File: config.mk
export PLATFORM = sky130hd
export DESIGN_NAME = mem_arbiter
export DESIGN_NICKNAME = d
export VERILOG_FILES = /design/src/rtl/mem_arbiter.sv
export SDC_FILE = /design/constraint.sdc
export NUM_CORES = 1
export LEC_CHECK = 0
export ABC_AREA = 1
export BUFFER_PORTS_ARGS = -buffer_cell sky130_fd_sc_hd__buf_2
export CORE_AREA = 5 5 102 104
export CTS_CLUSTER_SIZE = 14
export DETAILED_ROUTE_END_ITERATION = 8
export DIE_AREA = 0 0 107 109
export GPL_TIMING_DRIVEN = 1
export SYNTH_ARGS = -nofsm -noshare
export SYNTH_HDL_FRONTEND = slang
export SYNTH_SLANG_ARGS = --single-unit
export TNS_END_PERCENT = 5
File: constraint.sdc
create_clock -name CLK -period 1.69 [get_ports CLK]
set_input_delay 0.169 -clock CLK [delete_from_list [all_inputs] [get_ports CLK]]
set_output_delay 0.169 -clock CLK [all_outputs]
set_load 0.005 [all_outputs]
File: src/rtl/mem_arbiter.sv
// mem_arbiter: single-port RAM arbiter, icache vs dcache, data-first priority.
// Optional MEM_ARB_STARVE_GUARD_EN lets pending fetches win after STARVE_LIMIT data grants.
package cpu_types_pkg;
  parameter int WORD_W = 32;
  typedef logic [WORD_W-1:0] word_t;
  typedef enum logic [1:0] {FREE, BUSY, ACCESS, ERROR} ramstate_t;
endpackage

module mem_arbiter
  import cpu_types_pkg::*;
#(
  parameter int WORD_W = 32
`ifdef MEM_ARB_STARVE_GUARD_EN
  , parameter int STARVE_LIMIT = 4
`endif
) (
  input  logic              CLK,
  input  logic              nRST,
  input  logic              iREN,
  input  logic [WORD_W-1:0] iaddr,
  output logic              iwait,
  output logic [WORD_W-1:0] iload,
  input  logic              dREN,
  input  logic              dWEN,
  input  logic [WORD_W-1:0] daddr,
  input  logic [WORD_W-1:0] dstore,
  output logic              dwait,
  output logic [WORD_W-1:0] dload,
  output logic              ramREN,
  output logic              ramWEN,
  output logic [WORD_W-1:0] ramaddr,
  output logic [WORD_W-1:0] ramstore,
  input  logic [WORD_W-1:0] ramload,
  input  logic [1:0]        ramstate,
  output logic              mem_err
);
  typedef enum logic [1:0] {IDLE, IFETCH, DLOAD, DSTORE} state_t;
  state_t state, next;
  logic access, i_done, d_done, favor_i;
  assign access = ramstate == ACCESS;
  assign i_done = state == IFETCH && iREN && access;
  assign d_done = ((state == DLOAD && dREN) || (state == DSTORE && dWEN)) && access;
  always_ff @(posedge CLK) begin
    if (!nRST) begin
      state   <= IDLE;
      mem_err <= 1'b0;
    end else begin
      state   <= next;
      mem_err <= state != IDLE && ramstate == ERROR;
    end
  end
`ifdef MEM_ARB_STARVE_GUARD_EN
  localparam int CW = $clog2(STARVE_LIMIT + 1);
  logic [CW-1:0] cnt;
  always_ff @(posedge CLK) begin
    if (!nRST || !iREN || i_done)
      cnt <= '0;
    else if (d_done && cnt < CW'(STARVE_LIMIT))
      cnt <= cnt + 1'b1;
  end
  assign favor_i = cnt >= CW'(STARVE_LIMIT);
`else
  assign favor_i = 1'b0;
`endif
  // A dropped request leaves the serving state without an ack; enables fall with the state.
  always_comb begin
    next     = state;
    ramREN   = 1'b0;
    ramWEN   = 1'b0;
    ramaddr  = '0;
    ramstore = '0;
    iwait    = iREN;
    dwait    = dREN | dWEN;
    iload    = i_done ? ramload : '0;
    dload    = (state == DLOAD && d_done) ? ramload : '0;
    case (state)
      IDLE:    next = (favor_i && iREN) ? IFETCH : dWEN ? DSTORE : dREN ? DLOAD : iREN ? IFETCH : IDLE;
      IFETCH: begin
        ramREN  = 1'b1;
        ramaddr = iaddr;
        iwait   = iREN && !access;
        next    = (!iREN || access) ? IDLE : IFETCH;
      end
      DLOAD: begin
        ramREN  = 1'b1;
        ramaddr = daddr;
        dwait   = dREN && !access;
        next    = (!dREN || access) ? IDLE : DLOAD;
      end
      default: begin
        ramWEN   = 1'b1;
        ramaddr  = daddr;
        ramstore = dstore;
        dwait    = dWEN && !access;
        next     = (!dWEN || access) ? IDLE : DSTORE;
      end
    endcase
  end
endmodule

# Word-level counts from Yosys, hierarchy flattened
# Cells that the tools add are included.
# classes
bitwise_logic,1
n_eq_ne,5
reduce_logical,23
n_mux,15
# ops
operator,n
32-bit 2-to-1 mux,3
32-bit case mux with 2 select lines,1
1-bit logical AND,10
"2-bit equality test, second input constant",4
2-bit 2-to-1 mux,4
2-bit case mux with 3 select lines,1
1-bit 2-to-1 mux,5
1-bit logical NOT,4
1-bit logical OR,4
2-bit OR reduction,2
3-bit OR reduction,1
"2-bit by 1-bit equality test with 1-bit output, second input constant",1
2-bit logical NOT,1
1-bit case mux with 2 select lines,1
2-bit nonzero test,1
1-bit OR,1
# word_totals
wordCells,46
reg_bits,3
input_bits,135

# Longest topological paths before layout
# depth
word_depth,6
depth_mapped,9
depth_no_buf,8

# Least setup slack after synthesis
# No wires, ideal clock.
# synth_timing
path_kind,reg2out
from,register state[0]
to,output dload[10]
t_required_ps,1521
n_path_buf,2
stages_incl_launch_ff,8
arrival_time_ps,1145
path_slack_ps,376
path_cell_list,dfxtp_1 > ha_1 > buf_2 > nand2_1 > nand2_2 > nand3_4 > buf_6 > nor2_2
# synth_between
elab_chain_len,6
word_cells_on_any_way,8
# synth_lines
element,line,text
from (decl),38,"state_t state, next;"
from (signal assigned),48,state <= next;
"2-bit equality test, on equally long branches","42, 75",
1-bit logical AND,42,assign d_done = ((state == DLOAD && dREN) || (state == DSTORE && dWEN)) && access;
1-bit logical OR,42,
1-bit logical AND,42,
1-bit logical AND (*),75,dload = (state == DLOAD && d_done) ? ramload : '0;
32-bit 2-to-1 mux (*),75,
to (decl),28,"output logic [WORD_W-1:0] dload,"
# Every way passes the cells marked *; elsewhere a longest branch is shown, timed or not.

# Worst setup path after layout
# layout_timing
from,register state[1]
to,output ramaddr[18]
# layout_between
elab_chain_len,2
word_cells_on_any_way,3
# layout_lines
element,line,text
2-bit by 1-bit equality test with 1-bit output or 2-bit logical NOT (tied branches),76,case (state)
32-bit case mux with 2 select lines (*),76,
to (decl),31,"output logic [WORD_W-1:0] ramaddr,"
# Marks and branches as above.

==> impl_results.md <==
- Reg-to-reg critical path endpoint: state[1]
- Number of nets in the final layout: 665
- Cell variety after synth: 21
- Count of fill cells added during filler insertion: about 1100
- Die outline area: ~0.012 mm2
- Max Clock Skew: about 1.1 ps
- Antenna violation net count after detailed routing: 0
- Synthesized Nets: 393
- Largest net degree at the start of global routing: 34
- Arr. time, crit path: between 1500 and 2000 ps
- Largest area contributor in the synthesized netlist: a22o_1
- Sequential fraction of the synthesis area: 0.0436
- Critical path fanouts, max: 6
- Via count of the first global-routing pass: ~2100
- Final setup violation count: 6
- Quantity of hold-fixing buffers added after cts: 0
- Initial antenna violation count: 0
- Vias: roughly 2400
- Cell count after synthesis: approximately 250
- Synth Register Bits: 3
- First-pass GRT wire length: between 10 and 15 mm
- Clock sink total: 3
- First-pass iteration count of the detailed router: 4
- Final number of hold-violating endpoints: 0
- Max-slew violations: 0
- Remaining DRCs: 0
- Number of cells on the worst hold path: 3
- Routed length per instance: 12.4 um
- CP Launch Type: register
- Die W: about 110 um
- Top Ports: approximately 270
- DRT Wirelength: just under 8 mm
- Pleak: about 2.3 nW
- Clock tree from TritonCTS: built
- Shortest period the worst path allows: around 1700 ps
- Type of element capturing the critical path: primary output
- Antenna fix cells: 0
- Iteration-0 DRC count of the detailed router: approximately 160
- Count of buffers from port buffering: between 200 and 300
- Maximum clock frequency: ~0.59 GHz
- Share of the synthesized netlist area taken by xor and xnor gates: 0
- CTS buffer count: 3
- Fraction of synthesized area in multiplexers: 0
- Leftover overflow at the end of global routing: 0
- Sum of negative setup slack: -77.2 ps
- Worst Hold End: mem_err
- Maximum vdd ir drop: between 0.0003 and 0.0004 V
- Synth Area in Compound Gates: 0.230
- Violations in the final reports: negative setup slack
- Number of cells in the design after placement: roughly 630
- Signed area change from the synthesized netlist to the final layout: 119%
- Post-DP HPWL: approximately 6.7 mm
- Area after DPL: approximately 0.0028 mm2
- Worst rel slew slack: 0.790
- Cell Pwr Density: around 430 mW/mm2
- Core outline area: 0.00946 mm2
- Result of the run: finished with violations
- Starting density of the core: 0.146
- Proportion of layout cells with a drive suffix above 1: 0.594
- Worst skew pair latency: approximately 220 ps
- CTS root buf: clkbuf_8
- Fraction of the cycle the final worst path needs: 1.01
- Classification of the worst setup path: reg -> out
- RSZ-0062 raised after global routing: yes
- Top area cells in the synthesized netlist: a22o_1, inv_1, nor2_1
- Share of synthesized cell area in full adder, half adder and majority cells: 0.0454
- Count of warnings emitted by yosys: 0
- Simple-Gate Fraction of Synth Area: 0.376
- Post-Syn Area: 0.00138 mm2
- Register-to-register setup slack: approximately 580 ps
- Number of standard cells in the final layout excluding fillers: between 600 and 700
- Vertical die dimension: between 100 and 150 um
- Average instance area after synthesis: around 5.4 um2
- H-Tree Level Count: 1
- Maximum clock insertion buffer count: 2
- RePlAce Congestion: between 0.7 and 0.8
- Fraction of post-synthesis cell area in the top cell type by area: 0.203
- Total global routing track utilization: 0.109
- Worst Max-Slew Pin Slew: roughly 310 ps
- WP data required: ~1500 ps
- Hold Path Origin: ramstate[1]
- Post-CTS clock slew at the launch and capture registers of the worst setup and hold paths: 30 ps
- Avg Vias per Cell: between 3 and 4
- Worst setup path startpoint: state[1]
- Area of all placed cells without fillers: about 0.003 mm2
- Post-route setup slack: -19.0 ps
- Hold crit path type: in -> reg
- Main combinational cell family by area after synthesis: simple AND/OR/NAND/NOR gates
- Number of rows created at floorplan: 36
- Number of max-capacitance violations reported: 0
- Reg2Reg Launch Point: state[0]
- Worst reg-to-reg path cell count: 6
worst max-delay path, cell delays in order (launching register included):
cell	delay, ps
dfxtp_2	350
inv_2	60
ha_4	160
buf_8	130
nor2_8	210
clkbuf_16	190
a22o_1	120
buf_2	110
power by group:
| group | total, mW | switching, mW | internal [mW] | leakage [nW] |
|---|---|---|---|---|
| Clock | 0.212 | 0.0512 | 0.161 | 0.0228 |
| Combinational | 0.994 | 0.453 | 0.540 | 2.28 |
| Sequential | 0.0912 | 0.00995 | 0.0813 | 0.0253 |
cells by family after synthesis:
kind of cell / count (synthesis)
adders and majority gates: 5
buffers and inverters: 90
DFF: 3
and+or+nand+nor: 117
AOI/OAI and AO/OA: 38
layout make-up:
type,count,area (um2),share of cell area
clock buffers,4,45.0,0.0150
flip-flops and latches,3,62.6,0.0208
multi-input cells,160,927,0.308
well taps,114,143,0.0473
inverters,73,274,0.0909
repair buffers,284,1560,0.518
per-stage QoR:
stage               hold slack, ps  worst slack [ps]  total power, mW   util
floorplan                      287               376            0.536      -
CTS                            191             -11.1             1.23  0.307
global route                   202             -92.5             1.40  0.319
global placement               417               142            0.950  0.297
detailed placement             424               137            0.945  0.297
finish                         191             -19.0             1.30  0.319
how the worst max path moves through the flow:
| stage | cells after the start | endpoint |
|---|---|---|
| global placement | 7 | ramaddr[20] |
| detailed placement | 7 | ramaddr[16] |
| floorplan | 7 | dload[10] |
| finish | 7 | ramaddr[18] |
| global route | 7 | ramaddr[18] |
| CTS | 7 | ramaddr[16] |
cells in the mapped netlist, drive strengths merged:
master	instances
buf	17
ha	5
nor2	66
nand3	3
o21ai	2
o2111ai	1
a22o	32
a21boi	1
a21oi	2
nor3	1
inv	73
dfxtp	3
nand2	47
sequential cells by signal, summed over array words and instances (netlist names):
register	count
state	2
mem_err	1
cells in the final DEF, fill, tap and decap left out, drive strengths merged:
cell type | netlist | routed
nand2 | 47 | 47
o2111ai | 1 | 1
o21ai | 2 | 2
buf | 17 | 283
nand3 | 3 | 3
a21oi | 2 | 2
inv | 73 | 73
nor2 | 66 | 66
a21boi | 1 | 1
nor3 | 1 | 1
dfxtp | 3 | 3
ha | 5 | 5
a22o | 32 | 32
clkbuf | 0 | 5
layer usage:
metal	up-vias	global-route usage	wire (um)	part of all wire
met5	-	0	0	0
met4	0	0.0192	82	0.010
met3	10	0.0290	793	0.10
met2	133	0.193	3880	0.49
met1	1012	0.133	3130	0.40
li1	1292	-	-	-
repair_timing:
action	4_1_cts	5_1_grt
endpoints found under the setup margin	67	56
setup buffers	0	6
resized for setup	8	9
gates cloned	2	1
pin swaps	1	4
(Power assumes the default switching activity.)
